### config.mk
export PLATFORM = sky130hd
export DESIGN_NAME = reservatorio_agua
export DESIGN_NICKNAME = d
export VERILOG_FILES = /design/src/rtl/reservatorio_agua.sv
export SDC_FILE = /design/constraint.sdc
export NUM_CORES = 1
export LEC_CHECK = 0
export ABC_CLOCK_PERIOD_IN_PS = 6700
export CAP_MARGIN = 30
export CORE_MARGIN = 5
export CORE_UTILIZATION = 53
export DETAILED_ROUTE_END_ITERATION = 8
export GPL_TIMING_DRIVEN = 0
export PLACE_DENSITY = 0.83
export SYNTH_ARGS = -nofsm -noshare
export SYNTH_HDL_FRONTEND = slang
export SYNTH_SLANG_ARGS = --single-unit
### constraint.sdc
create_clock -name clock -period 6.7 [get_ports clock]
set_input_delay 1.005 -clock clock [delete_from_list [all_inputs] [get_ports clock]]
set_output_delay 1.005 -clock clock [all_outputs]
set_load 0.03 [all_outputs]
### src/rtl/reservatorio_agua.sv
// Water-reservoir level tracker: drains one unit per pumping cycle, refills on a
// user request, flags dry pumping and keeps a saturating consumption total.
module reservatorio_agua #(
  parameter int unsigned CAPACIDADE   = 12,
  parameter int unsigned NIVEL_MIN    = 2,
  parameter int unsigned NIVEL_RESET  = 12,
  parameter int unsigned FALHA_CICLOS = 3,
  parameter int unsigned NIVEL_W      = 4
) (
  input  logic               clock,
  input  logic               reset_n,
  input  logic               Power,
  input  logic               BombaAgua,
  input  logic               botao_encher,
  output logic               Reservatorio,
  output logic               refill,
  output logic [NIVEL_W-1:0] nivel,
  output logic               erro_seco,
  output logic [7:0]         total_consumido,
  output logic [1:0]         estado
);

  typedef enum logic [1:0] {
    NORMAL = 2'b00,
    BAIXO  = 2'b01,
    ENCHER = 2'b10
  } estado_t;

  localparam int unsigned CW = (FALHA_CICLOS < 2) ? 1 : $clog2(FALHA_CICLOS + 1);
  localparam logic [NIVEL_W-1:0] CAP     = NIVEL_W'(CAPACIDADE);
  localparam logic [NIVEL_W-1:0] MINIMO  = NIVEL_W'(NIVEL_MIN);
  localparam logic [NIVEL_W-1:0] INICIAL = NIVEL_W'(NIVEL_RESET);
  localparam logic [CW-1:0]      FALHA   = CW'(FALHA_CICLOS);
  localparam estado_t ESTADO_RST = (NIVEL_RESET >= NIVEL_MIN) ? NORMAL : BAIXO;

  estado_t state, stateNext;
  logic [NIVEL_W-1:0] nivelNext;
  logic [CW-1:0] dryCnt, dryCntNext;
  logic botaoQ, inicio, drain, fill, dry, dryHit, entering, refillNext;

  assign estado = state;

  always_comb begin
    inicio     = botao_encher & ~botaoQ;
    drain      = Power & BombaAgua & (nivel != '0);
    fill       = Power & (state == ENCHER) & (nivel < CAP);
    dry        = Power & BombaAgua & (nivel == '0);
    nivelNext  = nivel;
    dryCntNext = '0;
    entering   = 1'b0;
    refillNext = 1'b0;
    stateNext  = state;

    if (drain && !fill)
      nivelNext = nivel - NIVEL_W'(1);
    else if (fill && !drain)
      nivelNext = nivel + NIVEL_W'(1);

    if (dry)
      dryCntNext = (dryCnt >= FALHA) ? FALHA : dryCnt + CW'(1);
    dryHit = dry && (dryCntNext == FALHA);

    // With Power=0 nivelNext equals nivel, so the by-level fallback covers the abort.
    case (state)
      NORMAL, BAIXO: begin
        if (Power && inicio) begin
          stateNext = ENCHER;
          entering  = 1'b1;
        end else begin
          stateNext = (nivelNext >= MINIMO) ? NORMAL : BAIXO;
        end
      end
      ENCHER: begin
        if (!Power) begin
          stateNext = (nivelNext >= MINIMO) ? NORMAL : BAIXO;
        end else if (nivelNext == CAP) begin
          stateNext  = NORMAL;
          refillNext = 1'b1;
        end
      end
      default: stateNext = BAIXO;
    endcase
  end

  always_ff @(posedge clock or negedge reset_n) begin
    if (!reset_n) begin
      state           <= ESTADO_RST;
      nivel           <= INICIAL;
      Reservatorio    <= (NIVEL_RESET >= NIVEL_MIN);
      refill          <= 1'b0;
      erro_seco       <= 1'b0;
      total_consumido <= '0;
      dryCnt          <= '0;
      botaoQ          <= 1'b0;
    end else begin
      state        <= stateNext;
      nivel        <= nivelNext;
      Reservatorio <= (nivelNext >= MINIMO);
      refill       <= refillNext;
      dryCnt       <= dryCntNext;
      botaoQ       <= botao_encher;
      if (drain && total_consumido != '1)
        total_consumido <= total_consumido + 8'd1;
      // A fill request clears the alarm even if the same cycle would latch it.
      if (entering)
        erro_seco <= 1'b0;
      else if (dryHit)
        erro_seco <= 1'b1;
    end
  end

endmodule

==> results of run 1 <==
==> metal layers <==
layer	vias up	global-route usage	share of wire
met5	-	0	0
met4	0	0.0871	0.019
met3	5	0.0409	0.055
met2	23	0.281	0.50
met1	366	0.212	0.43
li1	391	-	-
==> power by group <==
group          internal [mW]  switching [mW]  leakage, nW
Sequential             0.153          0.0388        0.253
Clock                 0.0332          0.0351       0.0210
Combinational          0.114           0.140        0.311
==> area by class of cell <==
class,count,area share
sequential,20,0.381
multi-input combinational,70,0.381
timing repair buffer,21,0.159
clock buffer,4,0.0274
tap,27,0.0255
buffer,2,0.0142
inverter,4,0.0114
==> cells by family (layout without fill, tap and decap cells) <==
group / after synthesis / in the layout
flip-flops: 20 / 20
buffers and inverters: 6 / 31
AND/OR/NAND/NOR: 41 / 41
AO/OA/AOI/OAI: 15 / 15
XOR/XNOR: 8 / 8
adder cells (fa/ha/maj): 3 / 3
multiplexers: 3 / 3
==> registers in the layout (all words and copies together), names as in the netlist <==
register and flops:
Reservatorio 1, total_consumido 8, refill 1, botaoQ 1, nivel 4, estado 2, dryCnt 2, erro_seco 1
==> cells in the final DEF (no fill, tap or decap), types with 2 or more instances in the layout <==
cell             netlist  final
dfrtp_1               17     17
nand4_1                5      5
clkbuf_4               0      3
nor2_1                11     11
nand2_1                9      9
nand3_1                3      3
o21a_1                 3      3
mux2i_1                2      2
xnor2_1                5      5
a21oi_1                2      2
nor2b_1                2      2
o21ai_0                2      2
inv_1                  4      4
xor2_1                 3      3
ha_1                   3      3
or2b_1                 2      2
clkdlybuf4s50_1        0     21
dfstp_2                3      3
==> critical path, cell delays in order <==
cell             delay [ps]
clkdlybuf4s50_1         490
and3b_1                 290
a221oi_1                540
or2b_1                  210
o32ai_2                  80
or3_4                   390
o31ai_2                 210
==> worst max-delay path by stage <==
stage	from	endpoint	slack [ps]	depth (start not counted)
after global routing	Power	estado[0]	3620	7
after detailed placement	Power	estado[0]	3420	7
after CTS	Power	estado[0]	3720	7
after floorplan	Power	estado[0]	4190	6
after global placement	Power	estado[0]	3520	7
final	Power	estado[0]	3700	7
==> run metrics, run 1 <==
status=complete, no violations; clock transition at the registers of the reported paths=approximately 100 ps; CP required=6920 ps; worst skew pair latency=roughly 300 ps; Die Ht=54.3 um; CP max FO=6; Total Wirelength=2080 um; relative slew slack=0.424; number of flops mapped to enable cells by yosys=0; Final Cycle Share=0.447; hold_buf cts=0; gr usage total=0.173; FMAX=between 0.3 and 0.4 GHz; CTS tree=done; R2R Path Start=nivel[0]; HP Start=total_consumido[7]; post-DP HPWL=around 1600 um; vias per cell=5.30; dpl ws=roughly 3400 ps; Top FF cell, synth=dfrtp_1; diode count=0; CTS sink cnt=20; Hold Path Stages=1; final worst slack=between 3000 and 4000 ps; Post-Syn Nets=roughly 100; post-synthesis sequential area ratio=0.484; pin count of the biggest net entering global routing=21; first-pass GRT wire length=3550 um; async set-reset flop share out of synthesis=1.00; initial antenna violation count=0; flop2flop setup slack=4270 ps; synthesized flop and latch total=20; Post-Syn Area per Cell=around 11 um2; Worst Skew=approximately 3.1 ps; synth-to-layout area growth=26.9%; Initial Util=0.542; DRC violations left=0; vias in the first global route=just under 800; Least-Margin Pin Slew=861 ps; Worst Reg-to-Reg Cells=7; main combinational cell family by area after synthesis=simple AND/OR/NAND/NOR gates; initial DRC count=23; post-synthesis compound-gate area fraction=0.136; CORE AREA=1920 um2; max-cap violations=0; FF+latch area=~500 um2; vias=about 790; placed cells=between 100 and 150; Peak VDD IR=0.320 mV; cts repair resizes=0; Area after DPL=approximately 1300 um2; pwr/cell area=slightly below 400 nW/um2; Hold Slack=506 ps; WL/cell=14.1 um; Synth Area in Adders=0.0360; power consumption=about 0.51 mW; Post-synth top cells=17 x dfrtp_1, 11 x nor2_1, 9 x nand2_1; hold endpoint=total_consumido[7]; CTS root buffer=clkbuf_4; CTS Buf Count=3; Rows=16; Remaining Overflow, GRT=0; Hold/Removal Path Class=reg2reg; fin crit period=about 3000 ps; CTS max path bufs=2; Yosys top cell by area=dfrtp_1; RSZ-0062 raised after global routing=no; fin cells=148; max-slew violations=0; Synth area leaders=dfrtp_1 41%, dfstp_2 7.6%, xnor2_1 4.2%; post-synthesis mux area share=0.0300; post-synthesis cell count=96; Pleak=just under 0.6 nW; TritonRoute pass-1 iters=5; RR Endpoint=estado[0]; synth unique cells=36; Final ANT Viol Nets=0; GP Congestion=approximately 0.86; Final Hold Viols=0; crit path DAT=around 3200 ps; Synth Area in Simple Gates=0.215; final setup vio count=0; yosys warns=0; Synth top area share=0.408; Die Width=54.3 um; CP Launch Type=primary input; fraction of layout cells with a size suffix above 1=0.124; Worst setup EP type=flop; Total Neg Setup Slack=0 ps; multi-input logic area=504 um2; Die ar.=around 3000 um2; htree depth=1; Top-Level Pins=22; crit path kind=in2reg; final core occ=0.688; Post-Syn Area=1040 um2; fillers=about 160; postcts setup bufs=0; Synth Area in XOR/XNOR=0.0672; IO buf count=21; dominant cell by count in the synthesized netlist=dfrtp_1; Final Cell Area=around 1300 um2; nets@finish=130
No activity file was read; power rests on OpenSTA's default activity.
==> run 2: changes to the inputs <==
==> config.mk (replaced) <==
export PLATFORM = sky130hd
export DESIGN_NAME = reservatorio_agua
export DESIGN_NICKNAME = d
export VERILOG_FILES = /design/src/rtl/reservatorio_agua.sv
export SDC_FILE = /design/constraint.sdc
export NUM_CORES = 1
export LEC_CHECK = 0
export ABC_CLOCK_PERIOD_IN_PS = 2500
export CAP_MARGIN = 30
export CORE_MARGIN = 5
export CORE_UTILIZATION = 44
export DETAILED_ROUTE_END_ITERATION = 8
export GPL_TIMING_DRIVEN = 0
export PLACE_DENSITY = 0.73
export SYNTH_ARGS = -nofsm -noshare
export SYNTH_HDL_FRONTEND = slang
export SYNTH_SLANG_ARGS = --single-unit
==> constraint.sdc (replaced) <==
create_clock -name clock -period 2.5 [get_ports clock]
set_input_delay 0.375 -clock clock [delete_from_list [all_inputs] [get_ports clock]]
set_output_delay 0.375 -clock clock [all_outputs]
set_load 0.03 [all_outputs]
==> run 2 against run 1 <==
Utilization shrank 9.5 points. Register-to-register slack lost 4200 ps. Sequential share of layout area is essentially flat. Cell count grew 0.68%. Critical path depth unchanged. Sequential power grew to 2.7 times the previous value. Flip-flop and latch count is the same. Non-clock buffer count stayed put. Highest routed layer unchanged.
==> run metrics, run 2 (synthesis gave the netlist of run 1 again) <==
Least-Margin Pin Slew=roughly 850 ps; initial antenna violation count=0; CTS Buf Count=3; gr usage total=0.135; FF+latch area=between 500 and 600 um2; first-pass GRT wire length=3550 um; GP Congestion=approximately 0.76; vias in the first global route=between 800 and 900; met3 Resource Use GR=0.0351; initial DRC count=23; fin crit period=2390 ps; DRC violations left=0; pwr/cell area=around 1000 nW/um2; Final Hold Viols=0; max-slew violations=0; CTS root buffer=clkbuf_4; Initial Util=0.467; status=complete, no violations; Total Wirelength=roughly 2100 um; commonest non-fill, non-tap cell in the layout=clkdlybuf4s50_1; Rows=17; diode count=0; Worst Skew=2.49 ps; nets@finish=130; CP required=around 2700 ps; CTS tree=done; Die ar.=between 3000 and 4000 um2; Final Cycle Share=0.955; crit path kind=reg2reg; CP max FO=7; Largest register FFs=8; Remaining Overflow, GRT=0; cts repair resizes=0; max-cap violations=0; fillers=approximately 210; vias=just under 800; met2 Use GR=0.217; TritonRoute pass-1 iters=4; vias per cell=between 5 and 6; relative slew slack=0.434; Pleak=0.583 nW; hold_buf cts=0; post-DP HPWL=between 1500 and 2000 um; Peak VDD IR=approximately 0.67 mV; final setup vio count=0; CTS sink cnt=20; Most Used Layer, Global Route=met2; Hold Path Stages=1; multi-input logic area=between 500 and 600 um2; IO buf count=21; synth-to-layout area growth=27.1%; clock transition at the registers of the reported paths=110 ps; Largest regs=total_consumido: 8 flops, nivel: 4 flops; Biggest register=total_consumido; Hold/Removal Path Class=reg2reg; HP Start=dryCnt[0]; Final ANT Viol Nets=0; pin count of the biggest net entering global routing=21; Die Ht=just under 60 um; crit path DAT=2600 ps; final core occ=0.593; CTS max path bufs=2; most frequent cells in the layout=21 x clkdlybuf4s50_1, 16 x dfrtp_1, 11 x nor2_1, 9 x nand2_1; CORE AREA=2230 um2; CP Launch Type=flop; Die Width=between 50 and 60 um; worst skew pair latency=290 ps; Worst Reg-to-Reg Cells=7; RR Endpoint=estado[0]; Worst setup EP type=flop; crit path launch=nivel[0]; FMAX=about 0.42 GHz; R2R Path Start=nivel[0]; hold endpoint=dryCnt[1]; htree depth=1; GR Util met1=0.170; fraction of layout cells with a size suffix above 1=0.132; RSZ-0062 raised after global routing=no; flop2flop setup slack=about 110 ps; WL/cell=14.0 um; postcts setup bufs=0; Hold Slack=between 500 and 600 ps; Top-Level Pins=22
## run 2: cell types whose count changed in the layout (fill, tap and decap cells not counted)
cell,delta
dfrtp_1,-1
dfrtp_2,+1
## run 2: cell type report
class,count,share of cell area
well taps,28,0.0264
repair buffers,21,0.159
plain buffers,2,0.0142
clock buffers,4,0.0274
inverters,4,0.0113
multi-input cells,70,0.381
flip-flops and latches,20,0.381
## run 2: report_power, final
part / leakage (nW) / switching, mW / internal [mW]
Combinational: 0.311 / 0.373 / 0.306
Sequential: 0.252 / 0.106 / 0.411
Clock: 0.0210 / 0.0933 / 0.0887
## run 2: stage by stage
stage	power [mW]	TNS (ps)	instance area (um2)	instances	worst slack [ps]
floorplan	0.960	0	1040	96	150
global placement	1.18	-64.2	1290	145	-64.2
detailed placement	1.20	-92.8	1290	145	-92.8
CTS	1.39	0	1320	149	73.1
global route	1.47	0	1330	149	14.6
finish	1.38	0	1330	149	112
## run 2: worst max path at each step
stage | end | slack (ps) | cells after the start
5_1_grt | estado[0] | 10 | 7
2_1_floorplan | estado[0] | 150 | 7
4_1_cts | estado[0] | 70 | 7
6_report | estado[0] | 110 | 7
3_3_place_gp | estado[0] | -60 | 7
3_5_place_dp | estado[0] | -90 | 7
## run 2: per-layer routing
layer / wire length (um) / up-vias
li1: - / 395
met3: 116 / 2
met2: 1000 / 20
met4: 13 / 0
met1: 958 / 376
met5: 0 / -
## run 2: critical path, stage by stage, from the launching register on
cell	delay, ps
dfrtp_2	470
inv_1	100
ha_1	240
or3b_4	430
a221oi_4	320
o32ai_2	130
or3_4	390
o31ai_2	220
